--- config.mk ---
export PLATFORM = sky130hd
export DESIGN_NAME = seq_pattern_tx
export DESIGN_NICKNAME = d
export VERILOG_FILES = /design/src/rtl/seq_pattern_tx.sv
export SDC_FILE = /design/constraint.sdc
export NUM_CORES = 1
export LEC_CHECK = 0
export CAP_MARGIN = 40
export CORE_MARGIN = 2
export CORE_UTILIZATION = 56
export DETAILED_ROUTE_END_ITERATION = 12
export PLACE_DENSITY = 0.82
export SKIP_LAST_GASP = 1
export SLEW_MARGIN = 40
export SYNTH_ARGS = -nofsm -noshare
export SYNTH_HDL_FRONTEND = slang
export SYNTH_SLANG_ARGS = --single-unit
--- constraint.sdc ---
create_clock -name clk_i -period 4.2 [get_ports clk_i]
set_input_delay 0.63 -clock clk_i [delete_from_list [all_inputs] [get_ports clk_i]]
set_output_delay 0.63 -clock clk_i [all_outputs]
set_load 0.03 [all_outputs]
--- src/rtl/seq_pattern_tx.sv ---
// seq_pattern_tx: serial bit-pattern transmitter for the serial sequence detectors.
// Latches a PAT_W-bit pattern on start and shifts it out MSB first, repeating it
// max(reps,1) times with GAP idle cycles between repetitions. All outputs are registered.
// Build option: define SEQ_TX_PARITY_EN to append an even-parity bit after every pattern.
module seq_pattern_tx #(
    parameter int unsigned      PAT_W   = 4,
    parameter logic [PAT_W-1:0] DEF_PAT = 4'b1101,
    parameter int unsigned      GAP     = 2,
    parameter int unsigned      CNT_W   = 4
) (
    input  logic             clk_i,
    input  logic             rst_i,
    input  logic             start_i,
    input  logic [PAT_W-1:0] pat_i,
    input  logic             use_def_i,
    input  logic [CNT_W-1:0] reps_i,
    input  logic             abort_i,
    output logic             out_bit_o,
    output logic             bit_valid_o,
    output logic             frame_start_o,
    output logic             busy_o,
    output logic             done_o
);

    localparam int unsigned        BitCntW = $clog2(PAT_W);
    localparam logic [BitCntW-1:0] LastBit = BitCntW'(PAT_W - 1);
    localparam logic [3:0]         GapLast = (GAP > 0) ? 4'(GAP - 1) : 4'd0;

`ifdef SEQ_TX_PARITY_EN
    typedef enum logic [1:0] {StIdle, StSend, StPar, StGap} state_e;
`else
    typedef enum logic [1:0] {StIdle, StSend, StGap} state_e;
`endif

    state_e             state_q, state_d;
    logic [PAT_W-1:0]   shreg_q, shreg_d;  // bits still to send after the one on out_bit
    logic [PAT_W-1:0]   pat_q, pat_d;      // latched pattern, reloaded for each repetition
    logic [CNT_W-1:0]   rep_q, rep_d;
    logic [BitCntW-1:0] bit_cnt_q, bit_cnt_d;  // index of the bit currently on out_bit
    logic [3:0]         gap_cnt_q, gap_cnt_d;
    logic               out_bit_q, out_bit_d;
    logic               bit_valid_q, bit_valid_d;
    logic               frame_start_q, frame_start_d;
    logic               busy_q, busy_d;
    logic               done_q, done_d;

    logic               frame_end;
    logic               launch;
    logic [PAT_W-1:0]   launch_pat;

    // Next-state and next-output logic; outputs are computed one cycle ahead and registered.
    always_comb begin
        state_d       = state_q;
        shreg_d       = shreg_q;
        pat_d         = pat_q;
        rep_d         = rep_q;
        bit_cnt_d     = bit_cnt_q;
        gap_cnt_d     = gap_cnt_q;
        out_bit_d     = 1'b0;
        bit_valid_d   = 1'b0;
        frame_start_d = 1'b0;
        busy_d        = 1'b0;
        done_d        = 1'b0;
        frame_end     = 1'b0;
        launch        = 1'b0;
        launch_pat    = pat_q;

        unique case (state_q)
            StIdle: begin
                if (start_i && !abort_i) begin
                    launch_pat = use_def_i ? DEF_PAT : pat_i;
                    pat_d      = launch_pat;
                    rep_d      = (reps_i == '0) ? CNT_W'(1) : reps_i;
                    launch     = 1'b1;
                end
            end
            StSend: begin
                if (bit_cnt_q != LastBit) begin
                    out_bit_d   = shreg_q[PAT_W-1];
                    shreg_d     = shreg_q << 1;
                    bit_cnt_d   = bit_cnt_q + BitCntW'(1);
                    bit_valid_d = 1'b1;
                    busy_d      = 1'b1;
                end else begin
`ifdef SEQ_TX_PARITY_EN
                    state_d     = StPar;
                    out_bit_d   = ^pat_q;
                    bit_valid_d = 1'b1;
                    busy_d      = 1'b1;
`else
                    frame_end   = 1'b1;
`endif
                end
            end
`ifdef SEQ_TX_PARITY_EN
            StPar: frame_end = 1'b1;
`endif
            StGap: begin
                busy_d = 1'b1;
                if (gap_cnt_q == 4'd0) begin
                    launch = 1'b1;
                end else begin
                    gap_cnt_d = gap_cnt_q - 4'd1;
                end
            end
            default: state_d = StIdle;
        endcase

        // Last bit of a repetition is on the line: finish, pause, or restart the pattern.
        if (frame_end) begin
            rep_d = rep_q - CNT_W'(1);
            if (rep_q <= CNT_W'(1)) begin
                state_d = StIdle;
                done_d  = 1'b1;
            end else if (GAP == 0) begin
                launch = 1'b1;
            end else begin
                state_d   = StGap;
                gap_cnt_d = GapLast;
                busy_d    = 1'b1;
            end
        end

        // Put bit 0 of a repetition on the line.
        if (launch) begin
            state_d       = StSend;
            out_bit_d     = launch_pat[PAT_W-1];
            shreg_d       = launch_pat << 1;
            bit_cnt_d     = '0;
            bit_valid_d   = 1'b1;
            frame_start_d = 1'b1;
            busy_d        = 1'b1;
        end

        // Abort overrides everything while busy; no done pulse.
        if (abort_i && (state_q != StIdle)) begin
            state_d       = StIdle;
            out_bit_d     = 1'b0;
            bit_valid_d   = 1'b0;
            frame_start_d = 1'b0;
            busy_d        = 1'b0;
            done_d        = 1'b0;
        end
    end

    // State and output registers with synchronous reset.
    always_ff @(posedge clk_i) begin
        if (rst_i) begin
            state_q       <= StIdle;
            shreg_q       <= '0;
            pat_q         <= '0;
            rep_q         <= '0;
            bit_cnt_q     <= '0;
            gap_cnt_q     <= '0;
            out_bit_q     <= 1'b0;
            bit_valid_q   <= 1'b0;
            frame_start_q <= 1'b0;
            busy_q        <= 1'b0;
            done_q        <= 1'b0;
        end else begin
            state_q       <= state_d;
            shreg_q       <= shreg_d;
            pat_q         <= pat_d;
            rep_q         <= rep_d;
            bit_cnt_q     <= bit_cnt_d;
            gap_cnt_q     <= gap_cnt_d;
            out_bit_q     <= out_bit_d;
            bit_valid_q   <= bit_valid_d;
            frame_start_q <= frame_start_d;
            busy_q        <= busy_d;
            done_q        <= done_d;
        end
    end

    assign out_bit_o     = out_bit_q;
    assign bit_valid_o   = bit_valid_q;
    assign frame_start_o = frame_start_q;
    assign busy_o        = busy_q;
    assign done_o        = done_q;

endmodule

==> results.md, run 1 <==
* Iter 0 DRT Violations at 21
* Layout Area Growth over Synthesis at 15.4%
* Post-synthesis sequential element count at 24
* # resized after CTS at 0
* Number of antenna violations at the first check in global routing at 0
* Port buffer count at 17
* Syn Nets at 159
* Number of failing hold endpoints at the final stage at 0
* Sum of routed wire length over all layers at 2.47 mm
* Core Region at 2000 um^2
* Remaining Overflow, GRT at 0
* Count of yosys warnings during synthesis at 0
* Final antenna-violating net count at 0
* Pin count of the biggest net entering global routing at 17
* Floorplan die width at 50.7 um
* Register-to-Register Path Depth at 5
* DR vias at 1043
* Setup slack of the worst register-to-register path at 2.48 ns
* Wire length of the first global-routing pass at 4.09 mm
* Die H at 50.7 um
* Final std cells w/o fill at 177
* Total of endpoints with negative setup slack in the final report at 0
* FFs w/ async S/R, synth at 0%
* Crit. End Element: output port
* Synth Flop Type: sky130_fd_sc_hd__dfxtp_1
* Slew at the pin closest to its max-slew limit at 0.634 ns
* Slew Limit Headroom at 57.6%
* Highest net fanout along the worst path at 1
* Worst Slack Setup Final at 2.26 ns
* Setup repair after global routing missed its margin: no
* Cell leakage power at 0.000511 uW
* Full die area at 2580 um^2
* Initial DRT Pass Iterations at 4
* Cts bufs inserted at 3
* Critical path's largest stage delay at 0.68 ns
* Layout Utilization at 70.6%
* Startpoint of the most critical setup path: done_o
* Hold buffer count at cts at 0
* Number of buffers on the longest clock path at 2
* Worst path bufs/invs at 1
* R2R Path End: shreg_q[3]
* Max cap viols at 0
* Clock H-tree levels at 1
* Register area share after synthesis at 39.3%
* Post-Place Cells at 174
* Clock period minus worst slack at 1.94 ns
* Number of ports placed on the die boundary at 18
* Worst IR drop on VDD at 0.181 mV
* F_max at 515 MHz
* Reg clk slew, reported paths at 0.12 ns
* Post-CTS Setup Inserts at 0
* CTS root buffer: sky130_fd_sc_hd__clkbuf_4
* Dominant delay contributor by cell family on the critical path: buffers and inverters
* Worst R2R Start: state_q[1]
* Biggest area contributors in the synthesized netlist: sky130_fd_sc_hd__dfxtp_1, sky130_fd_sc_hd__ha_1, sky130_fd_sc_hd__nor3_1
* Critical path endpoint: done_o
* Vias in the first global route at 958
* Number of library cell types mapped by synthesis at 38
* Outcome: finished, final reports clean
* Area share of the leading cell type in the synthesized netlist at 39.3%
* Syn avg cell area at 8.87 um^2
* Total clock sinks at 24
* CP Depth at 1
* CP max-delay cell: sky130_fd_sc_hd__clkdlybuf4s50_1
* Post-Place Worst Slack at 2.09 ns
* Share of cells above drive strength 1 at 7.33%
* Number of placement rows at 16
* WP data arrival at 1.31 ns
* Gate count after technology mapping at 138
* Final weighted congestion in routability-driven placement at 0.830
* Number of synthesized flops with an enable pin at 0
* Critical Setup Path Class: register to output port
* Crit share post-route at 46.2%
* Crit-path cells: clkdlybuf4s50_1
* Final-layout setup total negative slack at 0 ns
* Setup Skew at 0.00142 ns
* CP Launch Type: register
* Required time of the critical path at 3.57 ns
* Number of pins exceeding their max-slew limit in the final report at 0
* Total power divided by cell area at 285 nW/um^2
* Gr usage total at 20.8%
* Synth Cell Area at 1220 um^2
* Mean number of vias per cell at 5.89
* Path class of the lowest-slack min-delay path: register to register
* Number of diodes added for antenna fixing at 0
* Remaining design rule violation count at 0
* Average detailed-routed wire length per instance at 13.9 um
* Total number of nets in the final design at 173
* Initial Utilization at 61.1%
* Total half-perimeter wirelength after legalization and detailed placement at 1.80 mm
* Clock tree from TritonCTS: yes
* Worst hold margin at 0.490 ns
* Area leader, netlist: sky130_fd_sc_hd__dfxtp_1
* Worst skew pair latency at 0.31 ns
-- through the flow --
step / total power (uW) / cell area, um^2
after floorplan: 285 / 1220
after global placement: 306 / 1390
after detailed placement: 307 / 1390
after CTS: 404 / 1410
after global routing: 420 / 1410
final: 402 / 1410
-- worst reg2reg max path, cell delays in order (launching register included) --
cell and delay (ns):
sky130_fd_sc_hd__dfxtp_1 0.36, sky130_fd_sc_hd__inv_1 0.08, sky130_fd_sc_hd__ha_1 0.34, sky130_fd_sc_hd__nor2b_1 0.45, sky130_fd_sc_hd__mux2i_1 0.14, sky130_fd_sc_hd__a211oi_1 0.27
-- cell usage in the layout, fill, tap and decap left out, types with 3 or more instances in the layout --
master,instances
sky130_fd_sc_hd__nand3_1,8
sky130_fd_sc_hd__ha_1,8
sky130_fd_sc_hd__mux2i_1,4
sky130_fd_sc_hd__a211oi_1,3
sky130_fd_sc_hd__o211ai_1,4
sky130_fd_sc_hd__nand2_1,11
sky130_fd_sc_hd__nor2_1,8
sky130_fd_sc_hd__nand3b_1,4
sky130_fd_sc_hd__clkbuf_4,3
sky130_fd_sc_hd__nor3_1,9
sky130_fd_sc_hd__inv_1,8
sky130_fd_sc_hd__dfxtp_1,24
sky130_fd_sc_hd__a21oi_1,6
sky130_fd_sc_hd__a31oi_1,6
sky130_fd_sc_hd__clkdlybuf4s50_1,17
-- routing by layer --
layer	wire length (um)	track usage, %
met4	25	5.86
met3	77	2.68
met1	1190	27.8
met2	1170	35.1
met5	0	0
-- synth_stat cells, types with 2 or more instances --
| library cell | count |
|---|---|
| sky130_fd_sc_hd__clkbuf_2 | 2 |
| sky130_fd_sc_hd__a21oi_1 | 6 |
| sky130_fd_sc_hd__ha_1 | 8 |
| sky130_fd_sc_hd__nand2b_1 | 2 |
| sky130_fd_sc_hd__o31ai_1 | 2 |
| sky130_fd_sc_hd__dfxtp_1 | 24 |
| sky130_fd_sc_hd__nor4b_1 | 2 |
| sky130_fd_sc_hd__o22ai_1 | 2 |
| sky130_fd_sc_hd__a211oi_1 | 3 |
| sky130_fd_sc_hd__o211ai_1 | 4 |
| sky130_fd_sc_hd__inv_1 | 8 |
| sky130_fd_sc_hd__and3b_1 | 2 |
| sky130_fd_sc_hd__clkbuf_1 | 2 |
| sky130_fd_sc_hd__mux2i_1 | 4 |
| sky130_fd_sc_hd__a31oi_1 | 6 |
| sky130_fd_sc_hd__nor2_1 | 8 |
| sky130_fd_sc_hd__nand3b_1 | 4 |
| sky130_fd_sc_hd__nand2_1 | 11 |
| sky130_fd_sc_hd__buf_2 | 4 |
| sky130_fd_sc_hd__nand3_1 | 8 |
| sky130_fd_sc_hd__nor3_1 | 9 |
-- worst min path at each step --
stage	from	end	slack [ns]	cells after the start
final	pat_q[1]	pat_q[1]	0.49	2
after global routing	pat_q[1]	pat_q[1]	0.51	2
after CTS	pat_q[1]	pat_q[1]	0.49	2
after floorplan	pat_q[1]	pat_q[1]	0.44	2
after global placement	pat_q[1]	pat_q[1]	0.45	2
after detailed placement	pat_q[2]	pat_q[2]	0.47	2
-- cell families (layout without fill, tap and decap cells) --
logic type | count (synthesis) | in the layout | share of synthesized area, %
and+or+nand+nor | 56 | 56 | 26.9
AOI/OAI and AO/OA | 28 | 28 | 15.2
DFF | 24 | 24 | 39.3
buffers and inverters | 16 | 28 | 5.52
adders and majority gates | 8 | 8 | 8.18
muxes | 5 | 5 | 4.19
xor gates and xnor gates | 1 | 1 | 0.716
-- flip-flops by register name (all words and copies together), names as in the netlist, 2 cells and up --
name	cells
bit_cnt_q	2
gap_cnt_q	4
pat_q	4
rep_q	4
shreg_q	3
state_q	2
-- area by class of cell --
| cell class | instances | area, um^2 |
|---|---|---|
| multi-input cells | 98 | 676 |
| fillers | 162 | 589 |
| flip-flops and latches | 24 | 480 |
| repair buffers | 17 | 170 |
| well taps | 27 | 33.8 |
| inverters | 8 | 30.0 |
| clock buffers | 3 | 22.5 |
-- power by group --
group	internal [uW]	total (uW)	switching (uW)
registers	237	243	6.07
clock network	33.5	98.7	65.2
logic	28.4	59.8	31.4
total	299	402	103
Power figures use the tool's default switching activity.
==> run 2, diff against run 1 <==
- CORE_UTILIZATION: 56 -> 47
- PLACE_DENSITY: 0.82 -> 0.73
- clock period: 4.2 -> 1.7 ns (I/O delays scaled with it)
==> run 2 against run 1 <==
Sequential cell count unchanged. Combinational power increased to 2.6 times the previous value. Non-clock buffer count increased by 4. Critical path depth increased by 5. Hold slack got worse by 0.018 ns. Sequential power increased by 150%. Total power increased to 2.5 times the previous value. Critical path type is now register to register. Critical endpoint is now busy_o.
==> results.md, run 2 (same netlist as run 1, synthesis figures left out) <==
* Total power divided by cell area at 696 nW/um^2 (was 285 nW/um^2)
* Die H at 55.0 um (was 50.7 um)
* Number of antenna violations at the first check in global routing at 0 (unchanged)
* Number of diodes added for antenna fixing at 0 (unchanged)
* R2R Path End: busy_o (was shreg_q[3])
* Wire length of the first global-routing pass at 4.43 mm (was 4.09 mm)
* Register-to-Register Path Depth at 6 (was 5)
* Mean number of vias per cell at 5.83 (was 5.89)
* Critical Setup Path Class: register to register (was register to output port)
* Setup Skew at 0.00625 ns (was 0.00142 ns)
* Pin count of the biggest net entering global routing at 16 (was 17)
* Internal cell power at 745 uW (was 299 uW)
* Top Registers: gap_cnt_q (4), pat_q (4), rep_q (4) (unchanged)
* Highest net fanout along the worst path at 9 (was 1)
* Number of pins exceeding their max-slew limit in the final report at 0 (unchanged)
* Share of cells above drive strength 1 at 9.74% (was 7.33%)
* Switch Pwr at 262 uW (was 103 uW)
* Number of buffers on the longest clock path at 2 (unchanged)
* Hold path startpoint: pat_q[1] (unchanged)
* Met3 Wirelength at 98 um (was 77 um)
* Post-CTS Setup Inserts at 0 (unchanged)
* Reg clk slew, reported paths at 0.13 ns (was 0.12 ns)
* Slew Limit Headroom at 71.6% (was 57.6%)
* Worst IR drop on VDD at 0.467 mV (was 0.181 mV)
* Slew at the pin closest to its max-slew limit at 0.422 ns (was 0.634 ns)
* Remaining design rule violation count at 0 (unchanged)
* WP data arrival at 1.83 ns (was 1.31 ns)
* Clock power frac at 24.8% (was 24.6%)
* Most frequent cells in the layout: sky130_fd_sc_hd__dfxtp_1, sky130_fd_sc_hd__clkdlybuf4s50_1, sky130_fd_sc_hd__nand2_1, sky130_fd_sc_hd__nor3_1 (unchanged)
* Sequential share of power at 59.8% (was 60.6%)
* Layout Utilization at 58.4% (was 70.6%)
* Outcome: finished, final reports clean (unchanged)
* Top routing layer in use: met4 (unchanged)
* CP Launch Type: register (unchanged)
* Worst R2R Start: state_q[1] (unchanged)
* Final weighted congestion in routability-driven placement at 0.795 (was 0.830)
* Number of placement rows at 18 (was 16)
* Gr usage total at 20.4% (was 20.8%)
* Setup repair after global routing missed its margin: no (unchanged)
* Critical path's largest stage delay at 0.37 ns (was 0.68 ns)
* Core Region at 2480 um^2 (was 2000 um^2)
* Layout Area Growth over Synthesis at 18.2% (was 15.4%)
* Average detailed-routed wire length per instance at 14.0 um (was 13.9 um)
* Leading cell type in the layout, fill and taps excluded: sky130_fd_sc_hd__dfxtp_1 (unchanged)
* Sum of routed wire length over all layers at 2.58 mm (was 2.47 mm)
* Crit-path cells: inv_1 -> ha_1 -> nor2b_1 -> buf_4 -> o21ai_0 -> a31oi_1 (was clkdlybuf4s50_1)
* Vias in the first global route at 1006 (was 958)
* Number of ports placed on the die boundary at 18 (unchanged)
* Switching Fraction at 26.0% (was 25.5%)
* Port buffer count at 17 (unchanged)
* Setup slack of the worst register-to-register path at 0.12 ns (was 2.48 ns)
* Required time of the critical path at 1.95 ns (was 3.57 ns)
* Crit. End Element: register (was output port)
* Initial DRT Pass Iterations at 4 (unchanged)
* Number of instances on the worst hold path at 2 (unchanged)
* Total number of nets in the final design at 177 (was 173)
* Worst skew pair latency at 0.32 ns (was 0.31 ns)
* Total of endpoints with negative setup slack in the final report at 0 (unchanged)
* Cell leakage power at 0.000533 uW (was 0.000511 uW)
* Final antenna-violating net count at 0 (unchanged)
* Wire length on met1 at 1.22 mm (was 1.19 mm)
* Hold buffer count at cts at 0 (unchanged)
* Combinational Power Share at 15.4% (was 14.9%)
* Total half-perimeter wirelength after legalization and detailed placement at 1.96 mm (was 1.80 mm)
* Endpoint of the worst hold-timing path: pat_q[1] (unchanged)
* CTS root buffer: sky130_fd_sc_hd__clkbuf_4 (unchanged)
* F_max at 634 MHz
* DR vias at 1073 (was 1043)
* Worst path bufs/invs at 2 (was 1)
* CP max-delay cell: sky130_fd_sc_hd__dfxtp_1 (was sky130_fd_sc_hd__clkdlybuf4s50_1)
* Initial Utilization at 49.4% (was 61.1%)
* Remaining Overflow, GRT at 0 (unchanged)
* Floorplan die width at 55.0 um (was 50.7 um)
* Clock H-tree levels at 1 (unchanged)
* Iter 0 DRT Violations at 14 (was 21)
* Full die area at 3030 um^2 (was 2580 um^2)
* Met2 WL post-DR at 1.22 mm (was 1.17 mm)
* Dominant delay contributor by cell family on the critical path: flip-flops (was buffers and inverters)
* Max cap viols at 0 (unchanged)
* Final-layout setup total negative slack at 0 ns (unchanged)
* Number of failing hold endpoints at the final stage at 0 (unchanged)
* Clock period minus worst slack at 1.58 ns
* Path class of the lowest-slack min-delay path: register to register (unchanged)
* Total clock sinks at 24 (unchanged)
* Cts bufs inserted at 3 (unchanged)
* Crit share post-route at 92.8%
* Clock tree from TritonCTS: yes (unchanged)
==> run 2: metrics by stage <==
step / std cells / hold WS [ns] / instance area (um^2) / power [uW] / worst slack, ns
finish: 184 / 0.473 / 1450 / 1010 / 0.123
global route: 184 / 0.488 / 1450 / 1050 / 0.0118
CTS: 184 / 0.474 / 1450 / 1010 / 0.103
detailed placement: 181 / 0.456 / 1420 / 769 / 0.0473
global placement: 181 / 0.453 / 1420 / 763 / 0.0909
floorplan: 138 / 0.405 / 1220 / 703 / 0.281
==> run 2: cell type report <==
cell class                 instances  area, um^2
tap                               30        37.5
fill                             228        1030
timing repair buffer              21         200
multi-input combinational         98         676
clock buffer                       3        22.5
inverter                           8        30.0
sequential                        24         480
==> run 2: tightest hold or removal path: stages (launching register included) <==
cell and delay [ns]:
sky130_fd_sc_hd__dfxtp_1 0.33, sky130_fd_sc_hd__nand2_1 0.05, sky130_fd_sc_hd__a21oi_1 0.05
==> run 2: how the worst max path moves through the flow <==
stage	from	endpoint	slack, ns	depth (start not counted)
after detailed placement	abort_i	pat_q[2]	0.05	4
after global placement	abort_i	pat_q[2]	0.09	4
after CTS	state_q[1]	state_q[1]	0.10	5
after global routing	state_q[0]	shreg_q[3]	0.01	6
final	state_q[1]	busy_o	0.12	6
after floorplan	gap_cnt_q[0]	gap_cnt_q[1]	0.28	5
==> run 2: what timing repair did <==
item                                   in CTS  in global routing
resized for setup                           0                  1
setup endpoints to repair                   0                  6
endpoints found under the hold margin       0                  0
==> run 2: per-layer routing <==
metal	track usage, %	vias up
met2	34.5	24
met3	2.69	7
met1	26.1	507
li1	-	535
met5	0	-
met4	8.13	0
==> run 2: power groups by stage <==
stage               Combinational [uW]  Clock (uW)  Sequential, uW
floorplan                         82.9           0             621
global placement                   151           0             613
detailed placement                 154           0             614
CTS                                155         253             602
global route                       172         272             605
finish                             155         250             602
